$ cat src/rtl/bcd_score_bank.sv
// Multi-player BCD score keeper: rising-edge hit detection, per-channel BCD counters
// with wrap/saturate, and sticky winner flags at a programmable score.
module bcd_score_bank #(
    parameter int unsigned NUM_PLAYERS = 2,
    parameter int unsigned DIGITS      = 2,
    parameter int unsigned SATURATE    = 0,
    parameter int unsigned WIN_SCORE   = 11
) (
    input  logic                              Clock,
    input  logic                              pointresetShot1,
    input  logic [NUM_PLAYERS-1:0]            hit,
    input  logic [NUM_PLAYERS-1:0]            clear,
    input  logic                              clear_all,
    output logic [NUM_PLAYERS*DIGITS*4-1:0]   score,
    output logic [NUM_PLAYERS-1:0]            inc_pulse,
    output logic [NUM_PLAYERS-1:0]            winner,
    output logic                              game_over
);

    localparam int unsigned W = DIGITS * 4;

    function automatic logic [W-1:0] to_bcd(input int unsigned v);
        logic [W-1:0] r;
        int unsigned  x;
        r = '0;
        x = v;
        for (int unsigned d = 0; d < DIGITS; d++) begin
            r[d*4 +: 4] = 4'(x % 10);
            x = x / 10;
        end
        return r;
    endfunction

    localparam logic [W-1:0] WIN_BCD = to_bcd(WIN_SCORE);

    logic [NUM_PLAYERS-1:0]   hit_q;
    logic [NUM_PLAYERS*W-1:0] score_q, score_d;
    logic [NUM_PLAYERS-1:0]   inc_q, inc_d;
    logic [NUM_PLAYERS-1:0]   winner_q, winner_d;
    logic [NUM_PLAYERS-1:0]   hit_edge;
    logic                     over;
    logic [W-1:0]             cur, nxt;
    logic                     carry;

    assign hit_edge = hit & ~hit_q;
    assign over     = |winner_q;

    always_comb begin
        score_d  = score_q;
        inc_d    = '0;
        winner_d = winner_q;
        cur      = '0;
        nxt      = '0;
        carry    = 1'b0;
        for (int unsigned p = 0; p < NUM_PLAYERS; p++) begin
            cur   = score_q[p*W +: W];
            nxt   = cur;
            carry = 1'b1;
            // Ripple the carry up through the digits; carry left set means all 9s.
            for (int unsigned d = 0; d < DIGITS; d++) begin
                if (carry) begin
                    if (cur[d*4 +: 4] == 4'd9) begin
                        nxt[d*4 +: 4] = 4'd0;
                    end else begin
                        nxt[d*4 +: 4] = cur[d*4 +: 4] + 4'd1;
                        carry         = 1'b0;
                    end
                end
            end
            if (clear_all || clear[p]) begin
                score_d[p*W +: W] = '0;
            end else if (hit_edge[p] && !over && !(carry && (SATURATE != 0))) begin
                score_d[p*W +: W] = nxt;
                inc_d[p]          = 1'b1;
                if ((WIN_SCORE != 0) && (nxt == WIN_BCD)) begin
                    winner_d[p] = 1'b1;
                end
            end
        end
        if (clear_all) begin
            winner_d = '0;
        end
    end

    always_ff @(posedge Clock or posedge pointresetShot1) begin
        if (pointresetShot1) begin
            hit_q    <= '1;
            score_q  <= '0;
            inc_q    <= '0;
            winner_q <= '0;
        end else begin
            hit_q    <= hit;
            score_q  <= score_d;
            inc_q    <= inc_d;
            winner_q <= winner_d;
        end
    end

    assign score     = score_q;
    assign inc_pulse = inc_q;
    assign winner    = winner_q;
    assign game_over = over;

endmodule
$ cat config.mk
export PLATFORM = sky130hd
export DESIGN_NAME = bcd_score_bank
export DESIGN_NICKNAME = d
export VERILOG_FILES = /design/src/rtl/bcd_score_bank.sv
export SDC_FILE = /design/constraint.sdc
export NUM_CORES = 1
export LEC_CHECK = 0
export CAP_MARGIN = 20
export CORE_MARGIN = 3
export CORE_UTILIZATION = 45
export DETAILED_ROUTE_END_ITERATION = 8
export PLACE_DENSITY = 0.8
export SYNTH_ARGS = -nofsm -noshare
export SYNTH_HDL_FRONTEND = slang
export SYNTH_SLANG_ARGS = --single-unit
$ cat constraint.sdc
create_clock -name Clock -period 2.6 [get_ports Clock]
set_clock_uncertainty 0.05 [all_clocks]
set_input_delay 0.52 -clock Clock [delete_from_list [all_inputs] [get_ports Clock]]
set_output_delay 0.52 -clock Clock [all_outputs]
set_load 0.01 [all_outputs]
# Yosys cells after proc, flatten, opt, wreduce, memory -nomap -nowiden
# Cells that the tools add are included.
# Widths: inputs -> output; s select.
[totals]
word_cells = 57
reg_bits = 22
output_inout_bits = 21
[op_classes]
n_eq_ne = 8
add_sub_neg = 4
reduce_logical = 14
n_bitwise = 2
mux = 23
[op_table]
columns = ["cell", "n"]
rows = [
  ["$mux 8", 4],
  ["$mux 4", 6],
  ["$add 4x1->4 const B", 4],
  ["$eq 4x4->1 const B", 4],
  ["$eq 8x5->1 const B", 2],
  ["$mux 1", 12],
  ["$reduce_bool 2->1", 6],
  ["$reduce_and 3->1", 2],
  ["$ne 2x2->1 const B", 2],
  ["$and 2x2->2", 1],
  ["$logic_and 1x1->1", 2],
  ["$logic_or 1x1->1", 2],
  ["$mux 2", 1],
  ["$not 2->2", 1],
  ["$reduce_or 2->1", 1],
  ["$logic_not 1->1", 1],
]

# Logic depth before layout (Yosys ltp)
[logic_depth]
depth_word = 8
mapped_depth = 5
ltp_nobuf = 4

# Least setup slack after synthesis
# OpenSTA, ideal clock, no wires.
[synth_path]
kind = "reg-to-reg"
startpoint = "register winner_q[0], in the netlist winner[0]"
endpoint = "register score_q[13], in the netlist score[13]"
path_stages_with_launch = 5
synth_period_minus_slack_ns = 1.635
path_slack_ns = 0.965
arrival_ns = 1.507
setup_time_ns = 0.078
cell_sequence = "dfrtp_1 nor4b_4 nand3_2 or3_1 a21oi_1"
[synth_between]
elab_chain_cells = 4
[synth_lines]
columns = ["element", "line_no", "text"]
rows = [
  ["start: declaration", "39", "logic [NUM_PLAYERS-1:0] winner_q, winner_d;"],
  ["start signal: assignment", "95", "winner_q <= winner_d;"],
  ["$reduce_or 2->1", "46", "assign over = |winner_q;"],
  ["$logic_not 1->1", "72", "end else if (hit_edge[p] && !over && !(carry && (SATURATE != 0))) begin"],
  ["$logic_and 1x1->1", "72", ""],
  ["$reduce_bool 2->1 (no source line)", "n/a", ""],
  ["end signal: assignment", "93", "score_q <= score_d;"],
  ["end: declaration", "37", "logic [NUM_PLAYERS*W-1:0] score_q, score_d;"],
]
# Every way passes these cells.
# A chain may end at the register's enable or synchronous reset.

# Worst setup path in the final report
[layout_path]
startpoint = "register winner_q[0], in the netlist winner[0]"
endpoint = "output port game_over"
[layout_between]
elab_chain_cells = 1
[layout_lines]
columns = ["element", "line_no", "text"]
rows = [
  ["$reduce_or 2->1", "46", ""],
  ["end: declaration", "17", "output logic game_over"],
]
# Every way passes these cells.

==> results_dict.tcl <==
set metrics [dict create \
    status "complete, no violations" \
    netlist_area_mm2 0.00115 \
    synthDistinctLibCells 36 \
    cap_violations 0 \
    cp-end-kind "output pin" \
    ant_nets 0 \
    vdd_drop_max_mv 0.225 \
    area_growth_pct 28.2 \
    min_path_type "input pin to async pin" \
    numCtsBuffers 3 \
    die_area_mm2 0.00320 \
    vias 937 \
    hpwl_um 1780 \
    path_class "register to output pin" \
    place.gp.congestion 0.827 \
    drc 0 \
    syn-num-nets 122 \
    clkLatencyLatePin_ps 300 \
    grt_setup_unrepaired "no" \
    start_kind "register" \
    die_w_um 56.6 \
    initial_utilization_pct 49.6 \
    cts_sinks 22 \
    cts_htree_levels 1 \
    antenna_found_initial 0 \
    post-cts-setup-buffers 0 \
    grt_max_degree 23 \
    min_period_ps 2140 \
    grt_overflow_total 0 \
    slew_violations 0 \
    cp.arrival_ps 1570 \
    clockBufferDepth 2 \
    core-area_mm2 0.00232 \
    tightest_slew_ps 519 \
    fin_crit_sh_pct 82.5 \
    drive_gt1_share_pct 9.86 \
    fmax_mhz 466 \
    timing.slew.headroom_pct 65.2 \
    seq_area_frac_synth_pct 48.1 \
    cp_max_fo 5 \
    r2r_slack_ps 760 \
    reg2regPathDepth 4 \
    drtIter0Drc 18 \
    fill_cells 212 \
    setup.worst_path.start "winner[0]" \
    grt.total_usage_pct 16.4 \
    wl_per_cell_um 14.2 \
    io_buffers 27 \
    p_per_area_mw_per_mm2 374 \
    dpl_cell_area_mm2 0.00145 \
    grt_pass1_vias 919 \
    finalSetupTns_ps 0 \
    utilization_pct 63.6 \
    fin_nets 151 \
    via_per_inst 5.51 \
    die_h_um 56.6 \
    leakagePower_nw 0.610 \
    final-seq-area_um2 553 \
    critPathCapture "game_over" \
    hold_viol 0 \
    cts_tree "yes" \
    setup_viol 0 \
    wl_um 2410 \
    clkTransAtPathRegs_ps 120 \
    hold_buffers 0 \
    yosysWarnings 0 \
    io_pins 28 \
    reg2reg_from "winner[0]" \
    firstDrtPassIters 4 \
    rr_endpoint "score[13]" \
    cts_resized 0 \
    syn-instance-count 115 \
    final_common_cell "clkdlybuf4s50_1" \
    layout_common_cells "clkdlybuf4s50_1 (27), dfrtp_1 (20), nor2_1 (14)" \
    synth.avg_cell_area_um2 10.0 \
    grt_pass1_wl_um 4160 \
    worst_ep_required_time_ps 2030 \
    final_area_mm2 0.00147 \
    multi_input_area_um2 563 \
    num_rows 17 \
    synth-seq-cells 22 \
    n_antenna_cell 0 \
    cts_root_buf "clkbuf_4" \
]
==> metrics by stage <==
| stage | total power [W] | hold slack, ps | setup slack [ps] | std cells |
|---|---|---|---|---|
| detailed placement | 0.000407 | 518 | 340 | 167 |
| finish | 0.000551 | 484 | 456 | 170 |
| CTS | 0.000561 | 490 | 434 | 170 |
| global route | 0.000583 | 499 | 384 | 170 |
| global placement | 0.000405 | 501 | 424 | 167 |
| floorplan | 0.000383 | 458 | 965 | 115 |
==> worst min path at each step <==
stage	endpoint	slack [ps]
floorplan	inc_pulse[0]	460
global placement	score[4]	500
detailed placement	score[4]	520
CTS	score[14]	490
global route	score[14]	500
finish	score[14]	480
==> routing by layer <==
metal  GRT usage [%]  part of all wire [%]  wire (um)
met5               0                     0          0
met4            5.08                  0.50         12
met3            3.22                   3.7         88
met2            26.7                    49       1170
met1            21.9                    47       1140
==> cell usage after synthesis <==
master	number	area (um^2)
nand3_2	1	10.0
nand3b_1	2	15.0
clkbuf_1	4	15.0
and3_1	1	6.26
a22o_1	1	8.76
buf_1	1	3.75
a211oi_1	1	7.51
o22ai_1	1	6.26
or2_2	3	18.8
inv_1	4	15.0
xnor2_1	4	35.0
xor2_1	5	43.8
nor3_1	3	15.0
and4bb_2	1	12.5
nor2b_1	9	56.3
or3b_1	1	8.76
nand4_1	3	18.8
a2111oi_0	1	8.76
nand2_1	4	15.0
nand4b_1	2	17.5
and4b_1	3	30.0
nand3_1	3	15.0
mux2i_1	2	20.0
and3b_1	1	8.76
nor4b_4	1	23.8
o21ai_0	5	25.0
a41oi_1	1	8.76
a21oi_1	5	25.0
a31oi_1	1	6.26
dfstp_2	2	52.6
nor2_1	14	52.6
or3_1	2	12.5
a32oi_1	1	8.76
dfrtp_1	20	500
o211ai_1	1	7.51
nor4b_2	1	15.0
==> critical path, stage by stage, from the launching register on <==
cell and delay, ps:
dfrtp_1 470, or2_2 330, clkdlybuf4s50_1 480
==> power breakdown <==
part / leakage, nW / internal (W) / switching (W) / total [W]
logic: 0.297 / 0.0000227 / 0.0000235 / 0.0000462
clock network: 0.0138 / 0.0000539 / 0.0000976 / 0.000152
registers: 0.299 / 0.000347 / 0.00000554 / 0.000353
==> flip-flops by register name, summed over array words and instances, names as in the netlist <==
signal,cells
winner,2
inc_pulse,2
score,16
hit_q,2
==> cell families after synthesis <==
| logic type | share of synthesized area, % |
|---|---|
| AND/OR/NAND/NOR | 30.6 |
| flip-flops | 48.1 |
| AO/OA/AOI/OAI | 9.79 |
| XOR/XNOR | 6.85 |
| buffers and inverters | 2.94 |
| multiplexers | 1.74 |
==> layout make-up <==
| class | count | area share, % |
|---|---|---|
| Sequential cell | 22 | 37.5 |
| Inverter | 4 | 1.02 |
| Multi-Input combinational cell | 84 | 38.2 |
| Tap cell | 28 | 2.38 |
| Timing Repair Buffer | 29 | 19.4 |
| Clock buffer | 3 | 1.53 |
Power figures use the tool's default switching activity.
==> RTL change, RTL diff (config.mk and constraints unchanged) <==
The parameter `SATURATE` goes from 0 to 1.
--- a/src/rtl/bcd_score_bank.sv
+++ b/src/rtl/bcd_score_bank.sv
@@ -3,7 +3,7 @@
 module bcd_score_bank #(
     parameter int unsigned NUM_PLAYERS = 2,
     parameter int unsigned DIGITS      = 2,
-    parameter int unsigned SATURATE    = 0,
+    parameter int unsigned SATURATE    = 1,
     parameter int unsigned WIN_SCORE   = 11
 ) (
     input  logic                              Clock,
Behaviour: same outputs for any inputs over 10 cycles, from zero or initial values and one cycle with pointresetShot1 high; that may be too few to reach the edited logic, so the function may still have changed.
==> RTL change against the unedited design <==
- synthesized area up 4.7%
- wire length up 16%
- core utilization down 2.5 points
- count of clock-buffer cells in the layout up 1
- setup slack worse by 0.054 ns
- sequential cell count unchanged
- cell area up 3.7%
- power up 7.9%
- largest power group unchanged
==> RTL change: results (changes against the unedited design) <==
- The flip-flop count of the largest register after layout is 16 (unchanged).
- The count of pins over their slew limit is 0 (unchanged).
- The total clock buffers created by CTS is 3 (unchanged).
- The headroom to the max-slew limit is 63.2% (-2.0 points).
- The global-route wire length before repair came to 4840 microns (+16%).
- The number of buffers inserted by post-CTS setup repair is 0 (unchanged).
- The via count of the first global-routing pass is 1019 (+11%).
- The clock-pin slew of the registers on the worst-case setup and hold paths is 0.13 ns.
- The async set or reset register ratio after synthesis is 100% (unchanged).
- The last weighted congestion value of the routability-driven placer is 0.839 (+1.4%).
- The number of filler instances in the final layout is 206 (-2.8%).
- The antenna cell count is 0 (unchanged).
- The ratio of routed vias to standard cells was 5.74 (+4.1%).
- The flow ran to the end, and the final reports show no timing, DRC or antenna violations.
- The post-detailed-placement half-perimeter wirelength is 2050 microns (+15%).
- The largest individual stage delay along the critical path comes from the cell sky130_fd_sc_hd__dfrtp_1.
- The starting DRC count in detailed routing came to 32 (+14).
- The source-to-sink clock delay at the later pin of the worst-skew pair is 0.32 ns (+0.02 ns).
- The all-layer global routing usage is 18.3% (+1.8 points).
- By count the netlist is led by 20 x sky130_fd_sc_hd__dfrtp_1, 17 x sky130_fd_sc_hd__nor2_1, 6 x sky130_fd_sc_hd__a21oi_1, 6 x sky130_fd_sc_hd__inv_1, 6 x sky130_fd_sc_hd__nand3_1.
- The proportion of synthesized chip area in sequential cells is 45.9% (-2.1 points).
- The count of input and output buffers is 27 (unchanged).
- The total of cells resized after clock tree synthesis is 0 (unchanged).
- The count of unique library cells instantiated by Yosys is 35 (-2.8%).
- The largest net degree at the start of global routing came to 23 (unchanged).
- The worst slack after detailed placement is 0.388 ns (+0.0476 ns).
- The number of nets in the layout is 158 (+4.6%).
- Sorting the synthesized cells by area gives the leading types as sky130_fd_sc_hd__dfrtp_1 42%, sky130_fd_sc_hd__nor2_1 5.3%, sky130_fd_sc_hd__dfstp_2 4.4%.
- The worst min-delay path category is in -> async.
- The number of remaining DRC errors was 0 (unchanged).
- The number of synthesis warnings is 0 (unchanged).
- The clock tree root driver cell is sky130_fd_sc_hd__clkbuf_4.
- The depth of the CTS H-tree came to 1 (unchanged).
- The family of cells with the greatest summed delay on the critical path is flip-flops.
- The most instantiated flip-flop cell in the synthesis netlist is sky130_fd_sc_hd__dfrtp_1.
- The largest fanout of any net on the critical path is 6 (+1).
- The data arrival time of the critical path was 1.63 ns (+0.06 ns).
- The number of optimization iterations in the first detailed-route pass is 4 (unchanged).
- The number of antenna violations at the first check in global routing was 0 (unchanged).
- The share of final-layout standard cells stronger than drive strength 1 is 11.3% (+1.5 points).
- The leakage power is 0.620 nW (+1.7%).
- The post-synthesis net count came to 131 (+7.4%).
- The maximum buffer depth of the clock tree is 2 (unchanged).
- The final core utilization came to 61.1% (-2.5 points).
- The critical path's largest stage delay was 0.50 ns (+0.02 ns).
- The maximum ir drop on the vdd rail was 0.278 mV (+23%).
- The detail-routed net length per standard cell came to 15.5 microns (+9.6%).
[RTL change: metal layers]
layer | GRT usage [%] | vias up | wire, microns
met4 | 5.96 | 0 | 24
met1 | 26.2 | 503 | 1280
met2 | 29.5 | 33 | 1360
met5 | 0 | - | 0
met3 | 1.11 | 3 | 123
li1 | - | 494 | -
[RTL change: power by group]
group	internal, W	leakage (nW)	switching (W)	total, W
clock	0.0000857	0.0210	0.000112	0.000198
sequential	0.000347	0.299	0.00000553	0.000353
combinational	0.0000209	0.299	0.0000230	0.0000439
[RTL change: cell families (layout without fill, tap and decap cells)]
group | Yosys count | after routing | share of synthesized area, %
simple gates | 60 | 60 | 30.9
flops | 22 | 22 | 45.9
compound gates | 18 | 18 | 9.88
buf+inv | 12 | 38 | 4.16
xor+xnor | 8 | 8 | 5.82
mux | 4 | 4 | 3.33
[RTL change: per-stage QoR]
step / std cells / area [sq um] / hold slack [ns] / power [W]
after floorplan: 124 / 1200 / 0.458 / 0.000382
after global placement: 176 / 1490 / 0.556 / 0.000401
after detailed placement: 176 / 1490 / 0.590 / 0.000403
after CTS: 180 / 1530 / 0.474 / 0.000594
after global routing: 180 / 1530 / 0.490 / 0.000612
final: 180 / 1530 / 0.460 / 0.000594
[RTL change: cell type report]
cell class	count	area (sq um)	share of cell area [%]
multi-input combinational	90	601	39.3
sequential	22	553	36.2
timing repair buffer	28	278	18.2
tap	30	37.5	2.46
clock buffer	4	36.3	2.38
inverter	6	22.5	1.47
[RTL change: worst min-delay path, delay by kind of cell]
family	cells	cell delay [ns]
buffers and inverters	3	0.71
[RTL change: final timing paths]
kind / from / end / slack [ns] / cells past startpoint
max in group asynchronous: pointresetShot1 / hit_q[0] / 1.76 / 3
min in group Clock: hit[1] / hit_q[1] / 0.57 / 1
worst min-delay path: pointresetShot1 / score[15] / 0.46 / 3
worst max-delay path: winner[0] / game_over / 0.40 / 2
worst min register to register: score[8] / winner[1] / 0.62 / 1
worst max register to register: winner[0] / score[3] / 0.80 / 4
